## src/rtl/imem_loader.sv

```systemverilog
// Boot-time loader: assembles a little-endian byte stream into 32-bit words for the instruction RAM
// and holds the core in reset until the image is written. Optional trailer check: IMEM_LOADER_CHECKSUM_EN.
module imem_loader #(
    parameter int DEPTH  = 64,
    parameter int ADDR_W = 6
) (
    input  logic              clk_i,
    input  logic              reset_i,
    input  logic              start_i,
    input  logic              in_valid_i,
    input  logic [7:0]        in_data_i,
    output logic              in_ready_o,
    output logic              wr_en_o,
    output logic [ADDR_W-1:0] wr_addr_o,
    output logic [31:0]       wr_data_o,
    output logic              core_reset_o,
    output logic              busy_o,
    output logic              done_o,
    output logic              error_o
);

    typedef enum logic [2:0] {
        S_IDLE,
        S_LEN0,
        S_LEN1,
        S_DATA,
        S_FLUSH,
        S_DONE,
        S_ERR
`ifdef IMEM_LOADER_CHECKSUM_EN
        , S_CHK
`endif
    } state_t;

    localparam logic [15:0] DEPTH_W = 16'(DEPTH);

    state_t            state_q, state_d;
    logic [7:0]        len_lo_q, len_lo_d;
    logic [ADDR_W:0]   n_q, n_d;
    logic [ADDR_W:0]   word_q, word_d;
    logic [1:0]        lane_q, lane_d;
    logic [23:0]       buf_q, buf_d;
    logic              wr_en_q, wr_en_d;
    logic [ADDR_W-1:0] wr_addr_q, wr_addr_d;
    logic [31:0]       wr_data_q, wr_data_d;
    logic [15:0]       n_full;
    logic [ADDR_W:0]   word_inc;
`ifdef IMEM_LOADER_CHECKSUM_EN
    logic [7:0]        xor_q, xor_d;
`endif

    always_ff @(posedge clk_i) begin
        if (!reset_i) begin
            state_q   <= S_IDLE;
            len_lo_q  <= '0;
            n_q       <= '0;
            word_q    <= '0;
            lane_q    <= '0;
            buf_q     <= '0;
            wr_en_q   <= 1'b0;
            wr_addr_q <= '0;
            wr_data_q <= '0;
`ifdef IMEM_LOADER_CHECKSUM_EN
            xor_q     <= '0;
`endif
        end else begin
            state_q   <= state_d;
            len_lo_q  <= len_lo_d;
            n_q       <= n_d;
            word_q    <= word_d;
            lane_q    <= lane_d;
            buf_q     <= buf_d;
            wr_en_q   <= wr_en_d;
            wr_addr_q <= wr_addr_d;
            wr_data_q <= wr_data_d;
`ifdef IMEM_LOADER_CHECKSUM_EN
            xor_q     <= xor_d;
`endif
        end
    end

    always_comb begin
        state_d    = state_q;
        len_lo_d   = len_lo_q;
        n_d        = n_q;
        word_d     = word_q;
        lane_d     = lane_q;
        buf_d      = buf_q;
        wr_en_d    = 1'b0;
        wr_addr_d  = wr_addr_q;
        wr_data_d  = wr_data_q;
        in_ready_o = 1'b0;
        busy_o     = 1'b0;
        n_full     = {in_data_i, len_lo_q};
        word_inc   = word_q + (ADDR_W+1)'(1);
`ifdef IMEM_LOADER_CHECKSUM_EN
        xor_d      = xor_q;
`endif
        case (state_q)
            S_IDLE, S_DONE, S_ERR: begin
                if (start_i) begin
                    state_d = S_LEN0;
                    n_d     = '0;
                    word_d  = '0;
                    lane_d  = '0;
`ifdef IMEM_LOADER_CHECKSUM_EN
                    xor_d   = '0;
`endif
                end
            end
            S_LEN0: begin
                in_ready_o = 1'b1;
                busy_o     = 1'b1;
                if (in_valid_i) begin
                    len_lo_d = in_data_i;
                    state_d  = S_LEN1;
                end
            end
            S_LEN1: begin
                in_ready_o = 1'b1;
                busy_o     = 1'b1;
                if (in_valid_i) begin
                    if (n_full > DEPTH_W) begin
                        state_d = S_ERR;
                    end else if (n_full == 16'd0) begin
`ifdef IMEM_LOADER_CHECKSUM_EN
                        state_d = S_CHK;
`else
                        state_d = S_DONE;
`endif
                    end else begin
                        n_d     = n_full[ADDR_W:0];
                        state_d = S_DATA;
                    end
                end
            end
            S_DATA: begin
                in_ready_o = 1'b1;
                busy_o     = 1'b1;
                if (in_valid_i) begin
`ifdef IMEM_LOADER_CHECKSUM_EN
                    xor_d = xor_q ^ in_data_i;
`endif
                    lane_d = lane_q + 2'd1;
                    case (lane_q)
                        2'd0: buf_d[7:0]   = in_data_i;
                        2'd1: buf_d[15:8]  = in_data_i;
                        2'd2: buf_d[23:16] = in_data_i;
                        default: begin
                            // Write is registered so wr_* never sees in_data combinationally
                            wr_en_d   = 1'b1;
                            wr_addr_d = word_q[ADDR_W-1:0];
                            wr_data_d = {in_data_i, buf_q};
                            word_d    = word_inc;
                            if (word_inc == n_q) begin
                                state_d = S_FLUSH;
                            end
                        end
                    endcase
                end
            end
            S_FLUSH: begin
                busy_o = 1'b1;
`ifdef IMEM_LOADER_CHECKSUM_EN
                state_d = S_CHK;
`else
                state_d = S_DONE;
`endif
            end
`ifdef IMEM_LOADER_CHECKSUM_EN
            S_CHK: begin
                in_ready_o = 1'b1;
                busy_o     = 1'b1;
                if (in_valid_i) begin
                    state_d = (in_data_i == xor_q) ? S_DONE : S_ERR;
                end
            end
`endif
            default: state_d = S_IDLE;
        endcase
    end

    assign wr_en_o      = wr_en_q;
    assign wr_addr_o    = wr_addr_q;
    assign wr_data_o    = wr_data_q;
    assign core_reset_o = (state_q != S_DONE);
    assign done_o       = (state_q == S_DONE);
    assign error_o      = (state_q == S_ERR);

endmodule
```

## config.mk

```make
export PLATFORM = sky130hd
export DESIGN_NAME = imem_loader
export DESIGN_NICKNAME = d
export VERILOG_FILES = /design/src/rtl/imem_loader.sv
export SDC_FILE = /design/constraint.sdc
export NUM_CORES = 1
export LEC_CHECK = 0
export ABC_AREA = 1
export ABC_CLOCK_PERIOD_IN_PS = 2220
export BUFFER_PORTS_ARGS = -buffer_cell sky130_fd_sc_hd__buf_2
export CAP_MARGIN = 10
export CORE_ASPECT_RATIO = 1.25
export CORE_MARGIN = 3
export CORE_UTILIZATION = 50
export CTS_BUF_LIST = sky130_fd_sc_hd__clkbuf_4
export DETAILED_ROUTE_END_ITERATION = 16
export MAX_ROUTING_LAYER = met4
export PLACE_DENSITY = 0.71
export SLEW_MARGIN = 30
export SYNTH_ARGS = -nofsm -noshare
export SYNTH_HDL_FRONTEND = slang
export SYNTH_SLANG_ARGS = --single-unit
```

## constraint.sdc

```tcl
create_clock -name clk_i -period 2.22 [get_ports clk_i]
set_input_delay 0.111 -clock clk_i [delete_from_list [all_inputs] [get_ports clk_i]]
set_output_delay 0.111 -clock clk_i [all_outputs]
set_load 0.03 [all_outputs]
```

==> results of run 1 <==
[worst max-delay path: stages, from the launching register on]
cell	delay, ns
dfxtp_1	0.46
nand2_1	0.14
nor2_2	0.21
inv_1	0.18
nand4_1	0.10
buf_2	0.20
[stage by stage]
step,worst slack [ns],hold slack (ns),area (sq um),std cells,util
after floorplan,0.541,0.246,3730,506,-
after global placement,0.527,0.449,4060,635,0.572
after detailed placement,0.444,0.448,4060,635,0.572
after CTS,0.355,0.204,4280,660,0.602
after global routing,0.212,0.227,4280,660,0.602
final,0.376,0.207,4280,660,0.602
[where the power goes]
| part | internal [uW] | switching [uW] |
|---|---|---|
| Clock | 252 | 615 |
| Sequential | 1830 | 170 |
| Combinational | 557 | 1110 |
[per-layer routing]
| metal | vias up | track usage | routed length [um] | share of wire |
|---|---|---|---|---|
| met5 | - | - | 0 | 0 |
| met4 | 0 | 0.0843 | 113 | 0.013 |
| met3 | 13 | 0.0376 | 309 | 0.037 |
| met2 | 68 | 0.359 | 4200 | 0.50 |
| met1 | 1540 | 0.235 | 3760 | 0.45 |
| li1 | 1741 | - | - | - |
[state kept, by name, summed over array words and instances (netlist names)]
register	count
lane_q	2
wr_en_o	1
buf_q	24
wr_data_o	32
len_lo_q	8
word_q	7
state_q	3
n_q	7
wr_addr_o	6
[final timing paths]
check,slack (ns),end,from
setup / recovery,0.38,busy_o,state_q[1]$_SDFFE_PN0P_
hold / removal,0.21,state_q[1]$_SDFFE_PN0P_,start_i
hold reg to reg,0.48,len_lo_q[3]$_SDFFE_PN0P_,len_lo_q[3]$_SDFFE_PN0P_
setup reg to reg,0.40,state_q[0]$_SDFFE_PN0P_,word_q[1]$_SDFFE_PN0P_
[cell families (layout without fill, tap and decap cells)]
| family | after synthesis | after routing | share of synthesized area |
|---|---|---|---|
| and+or+nand+nor | 228 | 228 | 0.258 |
| AOI/OAI and AO/OA | 119 | 119 | 0.170 |
| xor gates and xnor gates | 2 | 2 | 0.00470 |
| adders and majority gates | 5 | 5 | 0.0168 |
| buffers and inverters | 62 | 126 | 0.0681 |
| DFF | 90 | 90 | 0.483 |
[layout make-up]
type / count / area [sq um]
clock buffers: 9 / 67.6
inverters: 43 / 161
fillers: 676 / 2830
multi-input cells: 354 / 1680
well taps: 90 / 113
flip-flops and latches: 90 / 1800
repair buffers: 67 / 400
clock inverters: 7 / 60.1
[cell usage in the layout (no fill, tap or decap), drive strengths merged]
cell type    synthesis  layout
a211oi               4       4
ha                   5       5
inv                 43      47
o21ai               83      83
clkbuf               9       9
nor3                 2       2
clkinv               0       1
xor2                 1       1
xnor2                1       1
clkinvlp             0       2
o21bai               1       1
nand2               48      48
nor3b                2       2
o21a                 1       1
dlygate4sd3          0       9
nand3b               1       1
buf                 10      58
a21oi               29      29
nor2               156     156
nand3               17      17
o211a                1       1
nand4                2       2
dfxtp               90      90
[timing repair]
action                    in CTS  in global routing
hold endpoints to repair       9                  0
gates resized for setup        0                  0
hold buffers                   9                  0
==> out/metrics.csv, run 1 <==
stage,metric,value,unit
floorplanning,Die H,103,um
timing,final setup fails,0,
power,Power Density,1060,mW/mm^2
timing,fin crit period,1.84,ns
drt,# DRC,0,
power,Max VDD drop,0.666,mV
drt,WL per Instance,12.7,um
global_route,largest net degree at the start of global routing,74,
clocking,CTS tree,built,
global_route,Overall Global Routing Usage,0.206,
timing,Max Freq,0.542,GHz
synthesis,Synth Instances,506,
synthesis,Yosys warnings,0,
clocking,CTS Root Cell,clkbuf_4,
synthesis,post-synth cell types,33,
floorplanning,Die Wd,83.3,um
timing,"Slew Viols, Final",0,
synthesis,post-synthesis sequential area ratio,0.483,
drt,Post-DRT Antenna Nets,0,
synthesis,Synth area leader,dfxtp_1,
synthesis,"EDFF count, synth",0,
floorplanning,die area,0.00854,sq mm
synthesis,syn avg cell area,7.37,sq um
floorplanning,Starting Density,0.525,
cells_and_area,diode count,0,
synthesis,fraction of registers with async set or reset after synthesis,0,
floorplanning,core area,0.00710,sq mm
synthesis,#FFs+latches synth,90,
cells_and_area,Final nets,582,
timing,skew final,0.0144,ns
floorplanning,site row count,34,
global_route,initial antenna violation count,0,
clocking,htree depth,3,
worst_setup_path,R2R cell count,14,
hold_path,hold depth,6,
clocking,"CTS clk-pin slew, worst paths",0.15,ns
worst_setup_path,Crit Path Class,reg2out,
global_route,vias in the first global route,3054,
run,max_cap viols,0,
cells_and_area,layout cells sized above 1,0.165,
worst_setup_path,element type at the critical path start,register,
timing,Worst slew margin,0.623,
synthesis,Synth Cell Area,0.00373,sq mm
drt,vias per cell,5.09,
synthesis,synth top area cells,"dfxtp_1 48%, nor2_1 15%, o21ai_0 9.9%",
clocking,number of clock sinks,90,
drt,1st-iter DRT viols,190,
drt,DRT Pass-1 Iters,4,
synthesis,Mapped Nets,523,
drt,Vias,3362,
timing,unrepaired setup endpoints after global routing,false,
clocking,CTS Buf Count,9,
worst_setup_path,CP max FO,8,
clocking,clk_lat worst skew,0.45,ns
clocking,Post-CTS Setup Inserts,0,
timing,Tightest Pin Transition,0.565,ns
power,total chip power,4540,uW
global_route,GR Overflow Total,0,
timing,fin crit share,0.831,
cells_and_area,Synth-to-Final Area Change,14.7,%
timing,Total Negative Setup Slacks,0,ns
synthesis,area share of the largest cell type after synthesis,0.483,
synthesis,"count leader, synth",nor2_1,
hold_path,Min-Delay Path Class,in2reg,
worst_setup_path,crit end category,primary output,
placed_design,post-detail-place hpwl,5740,um
worst_setup_path,CP Data Required Time,2.11,ns
placed_design,Port Buffers,55,
outcome,status,finished clean,
clocking,CTS Buffer Depth,2,
placed_design,final weighted congestion in routability-driven placement,0.865,
timing,Final Hold Violating Endpoints,0,
floorplanning,IO Pins,56,
synthesis,Synth Flop Type,dfxtp_1,
drt,Routed Wire Length,8380,um
synthesis,synth cell count leaders,"151 x nor2_1, 90 x dfxtp_1, 74 x o21ai_0, 46 x nand2_1, 38 x inv_1",
worst_setup_path,Worst EP arrival,1.73,ns
global_route,first-pass GRT wire length,13800,um
power,Static Leakage,0.00200,uW
No activity file was read; power rests on OpenSTA's default activity.
==> run 2, diff against run 1 <==
Settings changed: ABC_AREA 1 to 0, ABC_CLOCK_PERIOD_IN_PS 2220 to 1600, PLACE_DENSITY 0.71 to 0.74.
Clock period 2.22 ns to 1.6 ns, I/O delays scaled along.
==> run 2 against run 1 <==
The flow now finishes with violations (negative setup slack); final cell count is 2.6% lower; synthesized cell count is 9.9% lower; global-route usage is 1.0 points higher; critical path type is now reg2reg; largest cell class is now multi-input combinational cells.
==> out/metrics.csv, run 2 <==
stage,metric,value,unit,change
floorplanning,die area,0.00888,sq mm,+4.0%
global_route,met1 GRT Util,0.257,,+0.0217
clocking,hold buffer count at CTS,0,,-9
global_route,GR Overflow Total,0,,unchanged
drt,# DRC,0,,unchanged
placed_design,final weighted congestion in routability-driven placement,0.841,,-2.8%
worst_setup_path,crit end category,register,,
synthesis,"EDFF count, synth",0,,unchanged
global_route,vias in the first global route,3221,,+5.5%
worst_setup_path,slowest CP cell,or4_4,,
cells_and_area,Final nets,564,,-3.1%
drt,1st-iter DRT viols,149,,-22%
clocking,htree depth,3,,unchanged
synthesis,Synth area leader,dfxtp_1,,
worst_setup_path,CP Launch Point,len_lo_q[0]$_SDFFE_PN0P_,,
placed_design,Placed Area,0.00459,sq mm,+13%
cells_and_area,Synth-to-Final Area Change,28.8,%,
clocking,CTS Buffer Depth,2,,unchanged
timing,Total Negative Setup Slacks,-2.93,ns,-2.93 ns
synthesis,fraction of registers with async set or reset after synthesis,0,,unchanged
worst_setup_path,"slowest stage delay, CP",0.53,ns,+0.07 ns
clocking,clk_lat worst skew,0.43,ns,-0.02 ns
worst_setup_path,Worst Setup EP,n_q[6]$_SDFFE_PN0P_,,
worst_setup_path,Worst EP arrival,2.36,ns,+0.63 ns
global_route,Overall Global Routing Usage,0.216,,+0.0105
synthesis,Synth Instances,456,,-9.9%
drt,Routed Wire Length,9140,um,+9.0%
timing,hold_ws,0.0336,ns,-0.174 ns
global_route,initial antenna violation count,0,,unchanged
worst_setup_path,worst path cell trace,"or4_4, o31a_1, o31a_2, a21oi_4, buf_12, mux2i_1",,
global_route,largest net degree at the start of global routing,44,,-41%
cells_and_area,most frequent cells in the layout,"119 x nand2_1, 84 x dfxtp_1, 63 x a21boi_0, 52 x buf_2, 46 x buf_4",,
worst_setup_path,flop-to-flop setup slack,-0.41,ns,-0.81 ns
timing,Final Hold Violating Endpoints,0,,unchanged
worst_setup_path,RR Endpoint,n_q[6]$_SDFFE_PN0P_,,
floorplanning,Die H,105,um,+2.0%
synthesis,syn avg cell area,8.53,sq um,+16%
synthesis,Synth Cell Area,0.00389,sq mm,+4.3%
timing,unrepaired setup endpoints after global routing,true,,
synthesis,area share of the largest cell type after synthesis,0.463,,-0.0199
outcome,failing checks,negative setup slack,,
clocking,number of clock sinks,90,,unchanged
drt,vias per cell,5.24,,+2.9%
power,Static Leakage,0.00196,uW,-2.0%
cells_and_area,Final Instance Area,0.00501,sq mm,+17%
global_route,met3 usage,0.0434,,+0.00581
synthesis,post-synthesis sequential area ratio,0.463,,-0.0199
synthesis,synth cell count leaders,"123 x nand2_1, 90 x dfxtp_1, 65 x a21boi_0, 39 x nand3_1, 25 x clkbuf_1",,
timing,Max Freq,0.498,GHz,
synthesis,Synth Flop Type,dfxtp_1,,
drt,WL per Instance,14.2,um,+12%
placed_design,post-detail-place hpwl,6300,um,+9.8%
timing,post-route setup slack,-0.410,ns,-0.786 ns
timing,fin crit period,2.01,ns,
power,Power Density,1130,mW/mm^2,+6.2%
cells_and_area,diode count,0,,unchanged
hold_path,Worst Min Path Start,start_i,,
timing,"Slew Viols, Final",0,,unchanged
clocking,CTS Buf Count,9,,unchanged
drt,Vias,3370,,+0.24%
worst_setup_path,element type at the critical path start,register,,
floorplanning,site row count,35,,+2.9%
outcome,status,"complete, but fails checks",,
cells_and_area,layout cells sized above 1,0.296,,+0.131
clocking,CTS tree,built,,
synthesis,post-synth cell types,41,,+24%
synthesis,synth top area cells,"dfxtp_1 46%, a21boi_0 13%, nand2_1 12%",,
floorplanning,Starting Density,0.520,,-0.00555
cells_and_area,Fill cells,631,,-6.7%
floorplanning,IO Pins,56,,unchanged
timing,Tightest Pin Transition,0.307,ns,-0.257 ns
run,max_cap viols,0,,unchanged
floorplanning,Die Wd,84.9,um,+2.0%
synthesis,#FFs+latches synth,90,,unchanged
cells_and_area,max reg flops,32,,unchanged
timing,Worst slew margin,0.794,,+0.171
worst_setup_path,CP max FO,7,,-1
clocking,CTS Root Cell,clkbuf_4,,
synthesis,Yosys warnings,0,,unchanged
timing,skew final,0.0126,ns,-0.00183 ns
timing,final setup fails,10,,+10
synthesis,"count leader, synth",nand2_1,,
clocking,"CTS clk-pin slew, worst paths",0.14,ns,about the same
placed_design,dpl ws,-0.422,ns,-0.866 ns
worst_setup_path,Crit Path Class,reg2reg,,
global_route,GRT busiest layer,met2,,
worst_setup_path,R2R cell count,6,,-8
floorplanning,core area,0.00749,sq mm,+5.4%
cells_and_area,"commonest non-fill, non-tap cell in the layout",nand2_1,,
power,Max VDD drop,0.911,mV,+37%
placed_design,Port Buffers,55,,unchanged
hold_path,Min-Delay Path Class,in2reg,,
timing,fin crit share,1.26,,
drt,DRT Pass-1 Iters,5,,+1
worst_setup_path,r2r startpoint,len_lo_q[0]$_SDFFE_PN0P_,,
drt,Post-DRT Antenna Nets,0,,unchanged
global_route,grt met2 use,0.364,,+0.00530
global_route,first-pass GRT wire length,15300,um,+11%
worst_setup_path,CP Data Required Time,1.95,ns,-0.16 ns
synthesis,Mapped Nets,473,,-9.6%
run 2: changes by cell type after synthesis, sizes merged, moves of 15 or more:
cell    before  now
o21ai       83    7
inv         43    6
a21oi       29    6
clkbuf       9   25
nand3       17   39
nor2       156    8
nand2       48  123
mux2i        0   15
a21boi       0   65
run 2: worst min-delay path by stage:
stage / endpoint / cells after the start
after floorplan: wr_data_o[24]$_SDFFE_PN0P_ / 2
after global placement: wr_data_o[9]$_SDFFE_PN0P_ / 2
after detailed placement: wr_data_o[8]$_SDFFE_PN0P_ / 2
after CTS: wr_data_o[21]$_SDFFE_PN0P_ / 2
after global routing: wr_data_o[21]$_SDFFE_PN0P_ / 2
final: word_q[6]$_SDFFE_PN0P_ / 3
run 2: cells by family after synthesis:
logic type | count (synthesis) | share of synthesized area
xor gates and xnor gates | 14 | 0.0354
AOI/OAI and AO/OA | 94 | 0.177
muxes | 16 | 0.0415
buffers and inverters | 36 | 0.0357
and+or+nand+nor | 201 | 0.232
adders and majority gates | 5 | 0.0161
DFF | 90 | 0.463
run 2: cell type report:
type | count | area (sq um) | share of cell area
Clock inverter | 5 | 104 | 0.0207
Tap cell | 92 | 115 | 0.0230
Inverter | 6 | 22.5 | 0.00449
Timing Repair Buffer | 110 | 779 | 0.155
Clock buffer | 10 | 75.1 | 0.0150
Multi-Input combinational cell | 330 | 2100 | 0.419
Sequential cell | 90 | 1820 | 0.362
run 2: per-layer routing:
layer	up-vias	wire, um
met4	0	252
met5	-	0
met2	79	4650
met3	31	309
met1	1539	3930
li1	1721	-
run 2: metrics by stage:
| stage | power, uW | utilization | std cells |
|---|---|---|---|
| final | 5650 | 0.670 | 643 |
| after global routing | 5890 | 0.670 | 643 |
| after CTS | 5530 | 0.653 | 642 |
| after detailed placement | 3800 | 0.613 | 623 |
| after global placement | 3780 | 0.613 | 623 |
| after floorplan | 3280 | - | 456 |
run 2: what timing repair did:
item / in CTS / in global routing
buffers inserted: 4 / 1
pin swaps: 5 / 2
gates resized for setup: 23 / 33
endpoints found under the setup margin: 16 / 76
run 2: power breakdown:
part | total [uW] | switching [uW] | internal [uW]
clock network | 1560 | 755 | 802
registers | 2410 | 77.5 | 2330
logic | 1690 | 856 | 829
run 2: critical path: cells and delay by family, from the launching register on:
family	cells	cell delay (ns)
mux	1	0.20
buf+inv	1	0.14
simple gates	1	0.53
compound gates	3	0.73
flops	1	0.33
==> run 3, diff against run 2 <==
Settings changed: CTS_BUF_LIST sky130_fd_sc_hd__clkbuf_4 to sky130_fd_sc_hd__clkbuf_4 sky130_fd_sc_hd__clkbuf_8 sky130_fd_sc_hd__clkbuf_16, SETUP_SLACK_MARGIN set to 0.15.
==> run 3 against run 2 <==
The run still ends with negative setup slack left; global-route usage rose by 1.5 points; first-iteration DRC count grew 83%; die area unchanged; clock power grew 24%; sequential share of layout area decreased by 3.1 points; wire length increased by 18%; critical path type unchanged; largest power group unchanged; highest routed layer unchanged.
==> out/metrics.csv, run 3 (same netlist as run 2, synthesis figures left out) <==
stage,metric,value,unit,change
timing,Tightest Pin Transition,0.321,ns,+0.0142 ns
cells_and_area,diode count,0,,unchanged
clocking,CTS Root Cell,clkbuf_8,,
cells_and_area,max reg flops,32,,unchanged
drt,WL per Instance,16.3,um,+15%
clocking,CTS tree,built,,
clocking,clk_lat worst skew,0.36,ns,-0.07 ns
worst_setup_path,CP Data Required Time,1.89,ns,-0.06 ns
drt,Post-DRT Antenna Nets,0,,unchanged
timing,Final Hold Violating Endpoints,0,,unchanged
floorplanning,Die H,105,um,unchanged
worst_setup_path,slowest CP cell,or4_4,,
floorplanning,die area,0.00888,sq mm,unchanged
drt,Vias,3570,,+5.9%
drt,DRT Pass-1 Iters,4,,-1
outcome,status,"complete, but fails checks",,
clocking,"CTS clk-pin slew, worst paths",0.09,ns,-0.05 ns
hold_path,Min-Delay Path Class,in2reg,,
worst_setup_path,Buf/Inv on CP,0,,-1
floorplanning,Die Wd,84.9,um,unchanged
floorplanning,core area,0.00749,sq mm,unchanged
power,Max VDD drop,1.28,mV,+41%
cells_and_area,layout cells sized above 1,0.357,,+0.0616
timing,fin crit period,2.03,ns,+0.0243 ns
global_route,largest net degree at the start of global routing,62,,+41%
timing,post-route setup slack,-0.434,ns,-0.0243 ns
placed_design,final weighted congestion in routability-driven placement,0.955,,+14%
global_route,GRT busiest layer,met2,,
clocking,CTS Buf Count,9,,unchanged
worst_setup_path,RR Endpoint,n_q[0]$_SDFFE_PN0P_,,
global_route,vias in the first global route,3434,,+6.6%
worst_setup_path,Crit Path Class,reg2reg,,
worst_setup_path,flop-to-flop setup slack,-0.43,ns,-0.02 ns
run,max_cap viols,0,,unchanged
floorplanning,Starting Density,0.520,,unchanged
worst_setup_path,Worst EP arrival,2.32,ns,-0.04 ns
worst_setup_path,crit-path leading delay family,compound AO/OA/AOI/OAI gates,,
power,total chip power,6260,uW,+11%
worst_setup_path,"slowest stage delay, CP",0.53,ns,about the same
global_route,met1 GRT Util,0.267,,+0.0103
drt,vias per cell,5.41,,+3.2%
cells_and_area,Synth-to-Final Area Change,41.0,%,
floorplanning,IO Pins,56,,unchanged
timing,"Slew Viols, Final",0,,unchanged
timing,skew final,0.00679,ns,-0.00578 ns
timing,final setup fails,10,,unchanged
clocking,hold buffer count at CTS,0,,unchanged
power,Power Density,1140,mW/mm^2,+1.2%
cells_and_area,Layout Cells excl Fill,660,,+2.6%
cells_and_area,Fill cells,521,,-17%
clocking,CTS Buffer Depth,2,,unchanged
worst_setup_path,r2r startpoint,len_lo_q[0]$_SDFFE_PN0P_,,
global_route,initial antenna violation count,0,,unchanged
worst_setup_path,worst path cell trace,"or4_4, o31a_1, o31a_2, a21oi_4, mux2i_1",,
timing,Worst slew margin,0.785,,-0.00850
timing,fin crit share,1.27,,+0.0152
cells_and_area,most frequent cells in the layout,"112 x nand2_1, 82 x dfxtp_1, 51 x buf_2, 48 x a21boi_0, 48 x buf_4",,
drt,Routed Wire Length,10800,um,+18%
cells_and_area,Final Util,0.733,,+0.0633
drt,1st-iter DRT viols,272,,+83%
worst_setup_path,CP max FO,7,,unchanged
global_route,grt met2 use,0.391,,+0.0269
placed_design,dpl ws,-0.415,ns,+0.00761 ns
floorplanning,site row count,35,,unchanged
cells_and_area,Final nets,580,,+2.8%
worst_setup_path,R2R cell count,5,,-1
hold_path,hold depth,2,,-1
drt,# DRC,0,,unchanged
clocking,number of clock sinks,90,,unchanged
placed_design,dpl cells,625,,+0.32%
global_route,GR Overflow Total,0,,unchanged
placed_design,post-detail-place hpwl,6570,um,+4.2%
clocking,htree depth,3,,unchanged
timing,hold_ws,0.114,ns,+0.0802 ns
outcome,failing checks,negative setup slack,,
global_route,first-pass GRT wire length,16300,um,+6.1%
placed_design,Port Buffers,55,,unchanged
worst_setup_path,crit end category,register,,
hold_path,Worst Min Path Start,reset_i,,
hold_path,hold endpoint,wr_data_o[21]$_SDFFE_PN0P_,,
global_route,Overall Global Routing Usage,0.231,,+0.0149
power,Static Leakage,0.00213,uW,+8.3%
global_route,met3 usage,0.0410,,-0.00237
timing,unrepaired setup endpoints after global routing,true,,
cells_and_area,"commonest non-fill, non-tap cell in the layout",nand2_1,,
timing,Max Freq,0.492,GHz,-1.2%
worst_setup_path,element type at the critical path start,register,,
-- run 3: changes by cell type in the layout (fill, tap and decap cells not counted), moves of 3 or more --
cell	before	now
buf_6	7	17
a21boi_1	2	15
nand2_2	4	7
a21boi_0	63	48
clkbuf_4	10	2
nand2_1	119	112
clkbuf_8	0	10
nand2_8	0	4
ha_1	4	0
clkbuf_16	0	3
-- run 3: layer usage --
metal	part of all wire	routed length [um]	up-vias
met5	0	0	-
met4	0.026	278	0
met3	0.032	343	19
met2	0.53	5760	75
met1	0.41	4400	1724
li1	-	-	1752
-- run 3: final cells by class --
type / count / area [sq um] / area share
inverters: 6 / 26.3 / 0.00479
clock buffers: 12 / 153 / 0.0278
flip-flops and latches: 90 / 1820 / 0.332
repair buffers: 125 / 1000 / 0.183
clock inverters: 4 / 98.8 / 0.0180
well taps: 92 / 115 / 0.0210
multi-input cells: 331 / 2270 / 0.414
-- run 3: timing repair --
action,in CTS,in global routing
pin swaps,7,13
cloned,0,5
resized for setup,41,81
setup buffers,10,4
setup endpoints to repair,94,92
-- run 3: report_power, final --
part | switching, uW | internal [uW] | leakage, uW
clock network | 813 | 1120 | 0.000128
logic | 974 | 923 | 0.00127
registers | 101 | 2330 | 0.000730
-- run 3: stage by stage --
step / cell area, sq um / setup TNS (ns)
after floorplan: 3960 / -2.28
after global placement: 4630 / -4.31
after detailed placement: 4630 / -5.73
after CTS: 5080 / -3.25
after global routing: 5490 / -4.15
final: 5490 / -3.38
-- run 3: worst reg2reg max path, delay by kind of cell (launching register included) --
kind | cells | cell delay (ns)
compound gates | 3 | 0.88
mux | 1 | 0.23
simple gates | 1 | 0.53
flops | 1 | 0.33
-- run 3: how the worst max path moves through the flow --
stage | slack [ns] | startpoint | cells after the start | endpoint
2_1_floorplan | -0.30 | len_lo_q[0]$_SDFFE_PN0P_ | 5 | n_q[0]$_SDFFE_PN0P_
4_1_cts | -0.43 | len_lo_q[0]$_SDFFE_PN0P_ | 5 | n_q[0]$_SDFFE_PN0P_
3_3_place_gp | -0.34 | len_lo_q[0]$_SDFFE_PN0P_ | 5 | n_q[0]$_SDFFE_PN0P_
3_5_place_dp | -0.41 | len_lo_q[0]$_SDFFE_PN0P_ | 5 | n_q[5]$_SDFFE_PN0P_
5_1_grt | -0.53 | len_lo_q[0]$_SDFFE_PN0P_ | 5 | n_q[4]$_SDFFE_PN0P_
6_report | -0.43 | len_lo_q[0]$_SDFFE_PN0P_ | 5 | n_q[0]$_SDFFE_PN0P_
